<file path="config.mk">
export PLATFORM = sky130hd
export DESIGN_NAME = decode_flat
export DESIGN_NICKNAME = d
export VERILOG_FILES = /design/src/rtl/decode_pkg.sv /design/src/rtl/decode_if.sv /design/src/rtl/decode_imm.sv /design/src/rtl/decode.sv /design/src/flat_wrapper.sv
export SDC_FILE = /design/constraint.sdc
export NUM_CORES = 1
export LEC_CHECK = 0
export ABC_AREA = 0
export CORE_UTILIZATION = 42
export CTS_CLUSTER_SIZE = 8
export DETAILED_ROUTE_END_ITERATION = 8
export PLACE_DENSITY = 0.67
export SETUP_SLACK_MARGIN = 0.15
export SLEW_MARGIN = 0
export SYNTH_ARGS = -nofsm -noshare
export SYNTH_HDL_FRONTEND = slang
export SYNTH_HIERARCHICAL = 1
export SYNTH_SLANG_ARGS = --single-unit
</file>
<file path="constraint.sdc">
create_clock -name clk -period 3.55 [get_ports clk]
set_input_delay 0.71 -clock clk [delete_from_list [all_inputs] [get_ports clk]]
set_output_delay 0.71 -clock clk [all_outputs]
set_load 0.05 [all_outputs]
</file>
<file path="src/rtl/decode_pkg.sv">
// Shared types and constants for the instruction decode stage.
package decode_pkg;

  typedef logic [31:0] pc_t;
  typedef logic [31:0] ir_t;

  // addi x0, x0, 0
  localparam ir_t NOP = 32'h0000_0013;

  // Next-PC source selected in execute; anything but PC_PLUS4_TGT redirects fetch.
  typedef enum logic [1:0] {
    PC_PLUS4_TGT = 2'd0,
    JAL_BXX_TGT  = 2'd1,
    JALR_TGT     = 2'd2,
    TRAP_TGT     = 2'd3
  } tgt_t;

  localparam logic [6:0] OPC_LUI    = 7'b0110111;
  localparam logic [6:0] OPC_AUIPC  = 7'b0010111;
  localparam logic [6:0] OPC_JAL    = 7'b1101111;
  localparam logic [6:0] OPC_JALR   = 7'b1100111;
  localparam logic [6:0] OPC_BRANCH = 7'b1100011;
  localparam logic [6:0] OPC_LOAD   = 7'b0000011;
  localparam logic [6:0] OPC_STORE  = 7'b0100011;
  localparam logic [6:0] OPC_OPIMM  = 7'b0010011;
  localparam logic [6:0] OPC_OP     = 7'b0110011;
  localparam logic [6:0] OPC_SYSTEM = 7'b1110011;

  // OP_NOP is zero so a cleared ID/EX register reads as an invalid NOP entry.
  typedef enum logic [3:0] {
    OP_NOP    = 4'd0,
    OP_LUI    = 4'd1,
    OP_AUIPC  = 4'd2,
    OP_JAL    = 4'd3,
    OP_JALR   = 4'd4,
    OP_BRANCH = 4'd5,
    OP_LOAD   = 4'd6,
    OP_STORE  = 4'd7,
    OP_OPIMM  = 4'd8,
    OP_OP     = 4'd9,
    OP_SYSTEM = 4'd10
  } op_t;

  typedef enum logic [2:0] {
    IMM_I = 3'd0,
    IMM_S = 3'd1,
    IMM_B = 3'd2,
    IMM_U = 3'd3,
    IMM_J = 3'd4
  } imm_sel_t;

  typedef struct packed {
    logic        valid;
    pc_t         pc;
    op_t         op;
    logic [4:0]  rs1;
    logic [4:0]  rs2;
    logic [4:0]  rd;
    logic [2:0]  funct3;
    logic        funct7b5;
    logic [31:0] imm;
    logic        illegal;
  } id_ex_t;

  typedef enum logic [1:0] {
    RUN    = 2'd0,
    REPLAY = 2'd1,
    FLUSH  = 2'd2
  } decode_state_t;

  // Instruction parked while a load-use bubble drains.
  typedef struct packed {
    ir_t  ir;
    pc_t  pc;
    logic misaligned;
  } hold_t;

  function automatic logic uses_rs1(op_t op);
    return op inside {OP_JALR, OP_BRANCH, OP_LOAD, OP_STORE, OP_OPIMM, OP_OP};
  endfunction

  function automatic logic uses_rs2(op_t op);
    return op inside {OP_BRANCH, OP_STORE, OP_OP};
  endfunction

endpackage

</file>
<file path="src/rtl/decode_if.sv">
// Fetch/execute-facing signals of the decode stage.
interface decode_if;
  import decode_pkg::*;

  pc_t         pc;
  ir_t         ir;
  logic        misaligned;
  tgt_t        ex_target;
  logic        bubble;
  tgt_t        target;
  logic        id_valid;
  pc_t         id_pc;
  op_t         id_op;
  logic [4:0]  id_rs1;
  logic [4:0]  id_rs2;
  logic [4:0]  id_rd;
  logic [2:0]  id_funct3;
  logic        id_funct7b5;
  logic [31:0] id_imm;
  logic        id_illegal;

  // Decode stage side.
  modport master (
    input  pc, ir, misaligned, ex_target,
    output bubble, target, id_valid, id_pc, id_op, id_rs1, id_rs2, id_rd,
           id_funct3, id_funct7b5, id_imm, id_illegal
  );

  // Fetch / execute side.
  modport slave (
    output pc, ir, misaligned, ex_target,
    input  bubble, target, id_valid, id_pc, id_op, id_rs1, id_rs2, id_rd,
           id_funct3, id_funct7b5, id_imm, id_illegal
  );

endinterface

</file>
<file path="src/rtl/decode_imm.sv">
// Immediate extraction: picks the RISC-V immediate format and sign-extends it.
module decode_imm
  import decode_pkg::*;
(
  input  ir_t         ir,
  input  imm_sel_t    sel,
  output logic [31:0] imm
);

  logic unused_opcode;
  assign unused_opcode = ^ir[6:0];

  // Reassemble the scattered immediate bits for the selected format.
  always_comb begin
    imm = '0;
    unique case (sel)
      IMM_I:   imm = {{20{ir[31]}}, ir[31:20]};
      IMM_S:   imm = {{20{ir[31]}}, ir[31:25], ir[11:7]};
      IMM_B:   imm = {{19{ir[31]}}, ir[31], ir[7], ir[30:25], ir[11:8], 1'b0};
      IMM_U:   imm = {ir[31:12], 12'b0};
      IMM_J:   imm = {{11{ir[31]}}, ir[31], ir[19:12], ir[20], ir[30:21], 1'b0};
      default: imm = '0;
    endcase
  end

endmodule

</file>
<file path="src/rtl/decode.sv">
// Instruction decode stage: field split, ID/EX register, load-use stall and
// post-redirect squash for the front end.
module decode
  import decode_pkg::*;
#(
  parameter int unsigned FLUSH_CYCLES = 2
) (
  input  logic     clk,
  input  logic     resetn,
  decode_if.master bus
);

  // The redirect cycle itself squashes one instruction; FLUSH covers the rest.
  localparam logic [1:0] FlushLoad = 2'(FLUSH_CYCLES - 1);

  decode_state_t state_q, state_d;
  logic [1:0]    cnt_q, cnt_d;
  hold_t         hold_q, hold_d;
  id_ex_t        id_q, id_d;

  ir_t  sel_ir;
  pc_t  sel_pc;
  logic sel_mis;

  // Replay decodes the parked instruction; every other state decodes fetch's output.
  always_comb begin
    sel_ir  = bus.ir;
    sel_pc  = bus.pc;
    sel_mis = bus.misaligned;
    if (state_q == REPLAY) begin
      sel_ir  = hold_q.ir;
      sel_pc  = hold_q.pc;
      sel_mis = hold_q.misaligned;
    end
  end

  op_t         op;
  imm_sel_t    imm_sel;
  logic        has_rd, has_imm, known;
  logic [31:0] imm;

  // Classify the opcode and choose the immediate format.
  always_comb begin
    op      = OP_NOP;
    imm_sel = IMM_I;
    has_rd  = 1'b0;
    has_imm = 1'b0;
    known   = 1'b1;
    case (sel_ir[6:0])
      OPC_LUI:    begin op = OP_LUI;    imm_sel = IMM_U; has_rd = 1'b1; has_imm = 1'b1; end
      OPC_AUIPC:  begin op = OP_AUIPC;  imm_sel = IMM_U; has_rd = 1'b1; has_imm = 1'b1; end
      OPC_JAL:    begin op = OP_JAL;    imm_sel = IMM_J; has_rd = 1'b1; has_imm = 1'b1; end
      OPC_JALR:   begin op = OP_JALR;   imm_sel = IMM_I; has_rd = 1'b1; has_imm = 1'b1; end
      OPC_BRANCH: begin op = OP_BRANCH; imm_sel = IMM_B; has_imm = 1'b1; end
      OPC_LOAD:   begin op = OP_LOAD;   imm_sel = IMM_I; has_rd = 1'b1; has_imm = 1'b1; end
      OPC_STORE:  begin op = OP_STORE;  imm_sel = IMM_S; has_imm = 1'b1; end
      OPC_OPIMM:  begin op = OP_OPIMM;  imm_sel = IMM_I; has_rd = 1'b1; has_imm = 1'b1; end
      OPC_OP:     begin op = OP_OP;     has_rd = 1'b1; end
      OPC_SYSTEM: begin op = OP_SYSTEM; imm_sel = IMM_I; has_rd = 1'b1; has_imm = 1'b1; end
      default:    known = 1'b0;
    endcase
  end

  decode_imm u_decode_imm (
    .ir  (sel_ir),
    .sel (imm_sel),
    .imm (imm)
  );

  id_ex_t dec;
  logic   illegal;

  // Build the valid entry; illegal instructions carry only pc, funct bits and the flag.
  always_comb begin
    illegal      = ~known | sel_mis;
    dec          = '0;
    dec.valid    = 1'b1;
    dec.pc       = sel_pc;
    dec.funct3   = sel_ir[14:12];
    dec.funct7b5 = sel_ir[30];
    dec.illegal  = illegal;
    if (!illegal) begin
      dec.op  = op;
      dec.rs1 = uses_rs1(op) ? sel_ir[19:15] : 5'd0;
      dec.rs2 = uses_rs2(op) ? sel_ir[24:20] : 5'd0;
      dec.rd  = has_rd ? sel_ir[11:7] : 5'd0;
      dec.imm = has_imm ? imm : 32'd0;
    end
  end

  logic redirect, hazard, bubble;

  assign redirect = (bus.ex_target != PC_PLUS4_TGT);
  // Load in ID/EX writes a register the incoming instruction reads.
  assign hazard = id_q.valid && (id_q.op == OP_LOAD) && (id_q.rd != 5'd0) &&
                  ((uses_rs1(dec.op) && (dec.rs1 == id_q.rd)) ||
                   (uses_rs2(dec.op) && (dec.rs2 == id_q.rd)));

  // Pipeline control: redirect beats hazard; invalid entries are all-zero.
  always_comb begin
    state_d = state_q;
    cnt_d   = cnt_q;
    hold_d  = hold_q;
    id_d    = '0;
    bubble  = 1'b0;
    unique case (state_q)
      RUN: begin
        if (redirect) begin
          cnt_d   = FlushLoad;
          state_d = (FlushLoad == 2'd0) ? RUN : FLUSH;
        end else if (hazard) begin
          bubble  = 1'b1;
          hold_d  = '{ir: bus.ir, pc: bus.pc, misaligned: bus.misaligned};
          state_d = REPLAY;
        end else begin
          id_d = dec;
        end
      end
      REPLAY: begin
        if (redirect) begin
          hold_d  = '0;
          cnt_d   = FlushLoad;
          state_d = (FlushLoad == 2'd0) ? RUN : FLUSH;
        end else begin
          id_d    = dec;
          state_d = RUN;
        end
      end
      FLUSH: begin
        if (redirect) begin
          cnt_d   = FlushLoad;
          state_d = (FlushLoad == 2'd0) ? RUN : FLUSH;
        end else begin
          cnt_d = cnt_q - 2'd1;
          if (cnt_d == 2'd0) begin
            state_d = RUN;
          end
        end
      end
      default: state_d = RUN;
    endcase
  end

  // State, hold and ID/EX registers.
  always_ff @(posedge clk or negedge resetn) begin
    if (!resetn) begin
      state_q <= RUN;
      cnt_q   <= 2'd0;
      hold_q  <= '0;
      id_q    <= '0;
    end else begin
      state_q <= state_d;
      cnt_q   <= cnt_d;
      hold_q  <= hold_d;
      id_q    <= id_d;
    end
  end

  assign bus.bubble      = bubble;
  assign bus.target      = bus.ex_target;
  assign bus.id_valid    = id_q.valid;
  assign bus.id_pc       = id_q.pc;
  assign bus.id_op       = id_q.op;
  assign bus.id_rs1      = id_q.rs1;
  assign bus.id_rs2      = id_q.rs2;
  assign bus.id_rd       = id_q.rd;
  assign bus.id_funct3   = id_q.funct3;
  assign bus.id_funct7b5 = id_q.funct7b5;
  assign bus.id_imm      = id_q.imm;
  assign bus.id_illegal  = id_q.illegal;

endmodule

</file>
<file path="src/flat_wrapper.sv">
// flat-port wrapper written by rule: the top's interface ports become plain ports
module decode_flat import decode_pkg::*;
#(
  parameter int unsigned FLUSH_CYCLES = 2
)
  (clk, resetn, bus_pc, bus_ir, bus_misaligned, bus_ex_target, bus_bubble, bus_target, bus_id_valid, bus_id_pc, bus_id_op, bus_id_rs1, bus_id_rs2, bus_id_rd, bus_id_funct3, bus_id_funct7b5, bus_id_imm, bus_id_illegal);
  decode_if bus_i ();
  input  logic clk;
  input  logic resetn;
  input wire logic [$bits(bus_i.pc)-1:0] bus_pc;
  input wire logic [$bits(bus_i.ir)-1:0] bus_ir;
  input wire logic [$bits(bus_i.misaligned)-1:0] bus_misaligned;
  input wire logic [$bits(bus_i.ex_target)-1:0] bus_ex_target;
  output wire logic [$bits(bus_i.bubble)-1:0] bus_bubble;
  output wire logic [$bits(bus_i.target)-1:0] bus_target;
  output wire logic [$bits(bus_i.id_valid)-1:0] bus_id_valid;
  output wire logic [$bits(bus_i.id_pc)-1:0] bus_id_pc;
  output wire logic [$bits(bus_i.id_op)-1:0] bus_id_op;
  output wire logic [$bits(bus_i.id_rs1)-1:0] bus_id_rs1;
  output wire logic [$bits(bus_i.id_rs2)-1:0] bus_id_rs2;
  output wire logic [$bits(bus_i.id_rd)-1:0] bus_id_rd;
  output wire logic [$bits(bus_i.id_funct3)-1:0] bus_id_funct3;
  output wire logic [$bits(bus_i.id_funct7b5)-1:0] bus_id_funct7b5;
  output wire logic [$bits(bus_i.id_imm)-1:0] bus_id_imm;
  output wire logic [$bits(bus_i.id_illegal)-1:0] bus_id_illegal;
  assign bus_i.pc = bus_pc;
  assign bus_i.ir = bus_ir;
  assign bus_i.misaligned = bus_misaligned;
  assign bus_i.ex_target = bus_ex_target;
  assign bus_bubble = bus_i.bubble;
  assign bus_target = bus_i.target;
  assign bus_id_valid = bus_i.id_valid;
  assign bus_id_pc = bus_i.id_pc;
  assign bus_id_op = bus_i.id_op;
  assign bus_id_rs1 = bus_i.id_rs1;
  assign bus_id_rs2 = bus_i.id_rs2;
  assign bus_id_rd = bus_i.id_rd;
  assign bus_id_funct3 = bus_i.id_funct3;
  assign bus_id_funct7b5 = bus_i.id_funct7b5;
  assign bus_id_imm = bus_i.id_imm;
  assign bus_id_illegal = bus_i.id_illegal;
  decode #(.FLUSH_CYCLES(FLUSH_CYCLES)) u_core (.clk(clk), .resetn(resetn), .bus(bus_i));
endmodule
</file>
==> run summary <==
status -> finished, violations left
violated checks -> setup timing
critical path cell sequence -> clkdlybuf4s50_1 -> nand2b_1 -> a32o_1 -> or3_4 -> nor4_4 -> nor3_4 -> o21a_1 -> nor3_4 -> buf_12
Leak -> 4.694 nW
fin. max-slew vios -> 0
clock buffer count from CTS -> 17
Die Span X -> 136.4 um
# nets final -> 1,088
Setup Crit Path Kind -> input pin to output port
Clk pwr share -> 46.0%
Worst-path clk slew -> 0.06 ns
first-pass GRT wire length -> 32,970 um
reg2reg setup slack -> 0.17 ns
Tot GR Track Use -> 23.30%
wire length per cell -> 16.56 um
starting density of the core -> 43.43%
maximum clock frequency -> 0.2618 GHz
cells after synthesis -> 805
register cell area after layout -> 0.003954 mm^2
worst r2r src -> u_core/state_q[0]
crit start category -> input pin
Worst path max stage delay -> 0.56 ns
multi-input logic area -> 0.003438 mm^2
Final period util -> 107.6%
IO Count -> 161
Max VDD drop -> 321.6 uV
Worst Hold Slack -> 0.3019 ns
Slew @ Worst Pin -> 0.7430 ns
clock skew -> 0.007905 ns
share of layout cells above drive strength 1 -> 18.40%
P_int -> 3.425 mW
Row Count -> 48
cts-stage hold buffer count -> 0
critical path peak fanout -> 5
Yosys warnings -> 6
GR Overflow Total -> 0
average vias per placed instance -> 5.229
Detail Placement HPWL -> 14,350 um
Finish-stage setup viols -> 1
drt drc -> 0
CP top delay family -> simple AND/OR/NAND/NOR gates
DR pass1 iterations -> 5
Req. time, crit path -> 2.84 ns
critical path's slowest cell -> clkdlybuf4s50_1
Core Area -> 0.01748 mm^2
initial antenna violation count -> 1
CTS tree -> built
Max Cap Violations -> 0
Die Span Y -> 136.4 um
number of global-route vias before repair -> 6,311
Mapped Nets -> 879
vias post-DR -> 6,552
gpl congestion -> 0.8674
Die ar. -> 0.01861 mm^2
FF-to-FF End -> u_core/hold_q[53]
Post-Syn Area -> 0.007590 mm^2
Levels on crit path -> 9
worst-case reg-to-reg path depth -> 13
Antenna Nets Post-Route -> 0
# H-tree levels -> 4
Critical Path Sink Type -> output port
Fillers -> 1,424
total power -> 4.526 mW
crit path launch -> bus_ir[5]
Final Hold Violating Endpoints -> 0
Bufs and invs on worst path -> 2
largest net degree at the start of global routing -> 76
Worst slew margin -> 50.47%
Area growth syn-to-layout -> 43.82%
WL final -> 20,750 um
Iter 0 DRT Violations -> 468
Syn Area/Cell -> 9.428 um^2
Pwr Density -> 414.6 mW/mm^2
I/O Buffers -> 160
CP arrival -> 3.11 ns
sequential power share -> 40.6%
clock sink count -> 158
Sw Share -> 24.31%
Logic pwr share -> 13.3%
clock latency on the worst-skew pair -> 0.42 ns
cell mode on critical path -> nor3_4
unrepaired setup endpoints after global routing -> yes
Switching Power -> 1.100 mW
clk root buf -> clkbuf_16
Hold WC Path Type -> input pin to asynchronous set/reset pin
clock tree buffer depth -> 2
fin crit period -> 3.820 ns
setup ws final -> -0.2699 ns
crit path to -> bus_bubble
==> state kept, by name (all words and copies together), names as in the netlist <==
| name | flops |
|---|---|
| u_core/state_q | 2 |
| u_core/bus.id_pc | 32 |
| u_core/bus.id_rs1 | 5 |
| u_core/bus.id_imm | 32 |
| u_core/bus.id_op | 4 |
| u_core/hold_q | 65 |
| u_core/cnt_q | 2 |
| u_core/bus.id_illegal | 1 |
| u_core/bus.id_funct7b5 | 1 |
| u_core/bus.id_funct3 | 3 |
| u_core/bus.id_valid | 1 |
| u_core/bus.id_rd | 5 |
| u_core/bus.id_rs2 | 5 |
==> cells in the final DEF, fill, tap and decap left out, types with 5 or more instances in the layout <==
cell / instances
a21oi_1: 26
a22o_1: 36
buf_12: 12
buf_4: 75
bufinv_16: 6
clkbuf_16: 17
clkdlybuf4s50_1: 157
dfrtp_1: 158
inv_1: 14
mux2_2: 20
mux2i_1: 7
nand2_1: 174
nand2b_1: 8
nand3_1: 27
nor2_1: 58
nor2b_1: 20
nor3_1: 12
nor3_4: 5
nor4_2: 6
o21ai_0: 77
o21ai_1: 5
o22ai_1: 8
==> power by group through the flow <==
stage / clock (mW) / combinational [mW] / sequential [mW]
6_report: 2.08 / 0.603 / 1.84
5_1_grt: 2.19 / 0.651 / 1.84
4_1_cts: 2.12 / 0.595 / 1.84
3_5_place_dp: 0 / 0.576 / 1.87
3_3_place_gp: 0 / 0.570 / 1.87
2_1_floorplan: 0 / 0.205 / 1.95
==> stage by stage <==
stage               setup TNS (ns)  setup WS [ns]  cell area [um^2]  instances  util, %
global route               -0.8480        -0.3529             10920       1253    62.46
detailed placement          -13.80        -0.2908              9947       1209    56.92
global placement            -12.41        -0.2774              9947       1209    56.92
CTS                        -0.2746        -0.2746             10800       1248    61.79
floorplan                        0         0.1195              7601        805        -
finish                     -0.2699        -0.2699             10920       1253    62.46
==> how the worst min path moves through the flow <==
stage	startpoint	endpoint	slack, ns	depth (start not counted)
floorplan	resetn	u_core/bus.id_funct3[0]	0.41	0
global placement	u_core/hold_q[16]	u_core/bus.id_pc[15]	0.48	1
detailed placement	u_core/hold_q[11]	u_core/bus.id_pc[10]	0.48	1
CTS	resetn	u_core/bus.id_pc[12]	0.35	1
global route	resetn	u_core/bus.id_pc[8]	0.37	1
finish	resetn	u_core/bus.id_pc[27]	0.30	1
==> worst reg2reg max path, delay by kind of cell (launching register included) <==
| family | cells | cell delay, ns |
|---|---|---|
| flops | 1 | 0.41 |
| buf+inv | 5 | 0.91 |
| simple gates | 3 | 0.96 |
| fa+ha+maj | 1 | 0.21 |
| compound gates | 4 | 0.75 |
==> metal layers <==
| layer | share of wire, % | vias to the layer above | wire length [um] | global-route usage (%) |
|---|---|---|---|---|
| met5 | 0 | - | 0 | 0 |
| met4 | 1.6 | 0 | 322 | 6.173 |
| met3 | 4.5 | 19 | 926 | 4.512 |
| met2 | 50 | 186 | 10290 | 38.01 |
| met1 | 44 | 3163 | 9219 | 31.56 |
| li1 | - | 3184 | - | - |
==> repair_timing <==
item / in CTS / in global routing
endpoints found under the setup margin: 47 / 106
cloned: 2 / 0
gates resized for setup: 15 / 16
buffers inserted: 5 / 4
pin swaps: 9 / 9
==> cell type report <==
class | instances | area share (%)
repair buffers | 252 | 22.94
multi-input cells | 569 | 31.50
clock inverters | 14 | 2.166
well taps | 225 | 2.579
inverters | 16 | 0.5502
diodes | 1 | 0.02293
clock buffers | 18 | 4.023
flip-flops and latches | 158 | 36.22
Note: power is estimated with default switching activity, not from simulation.
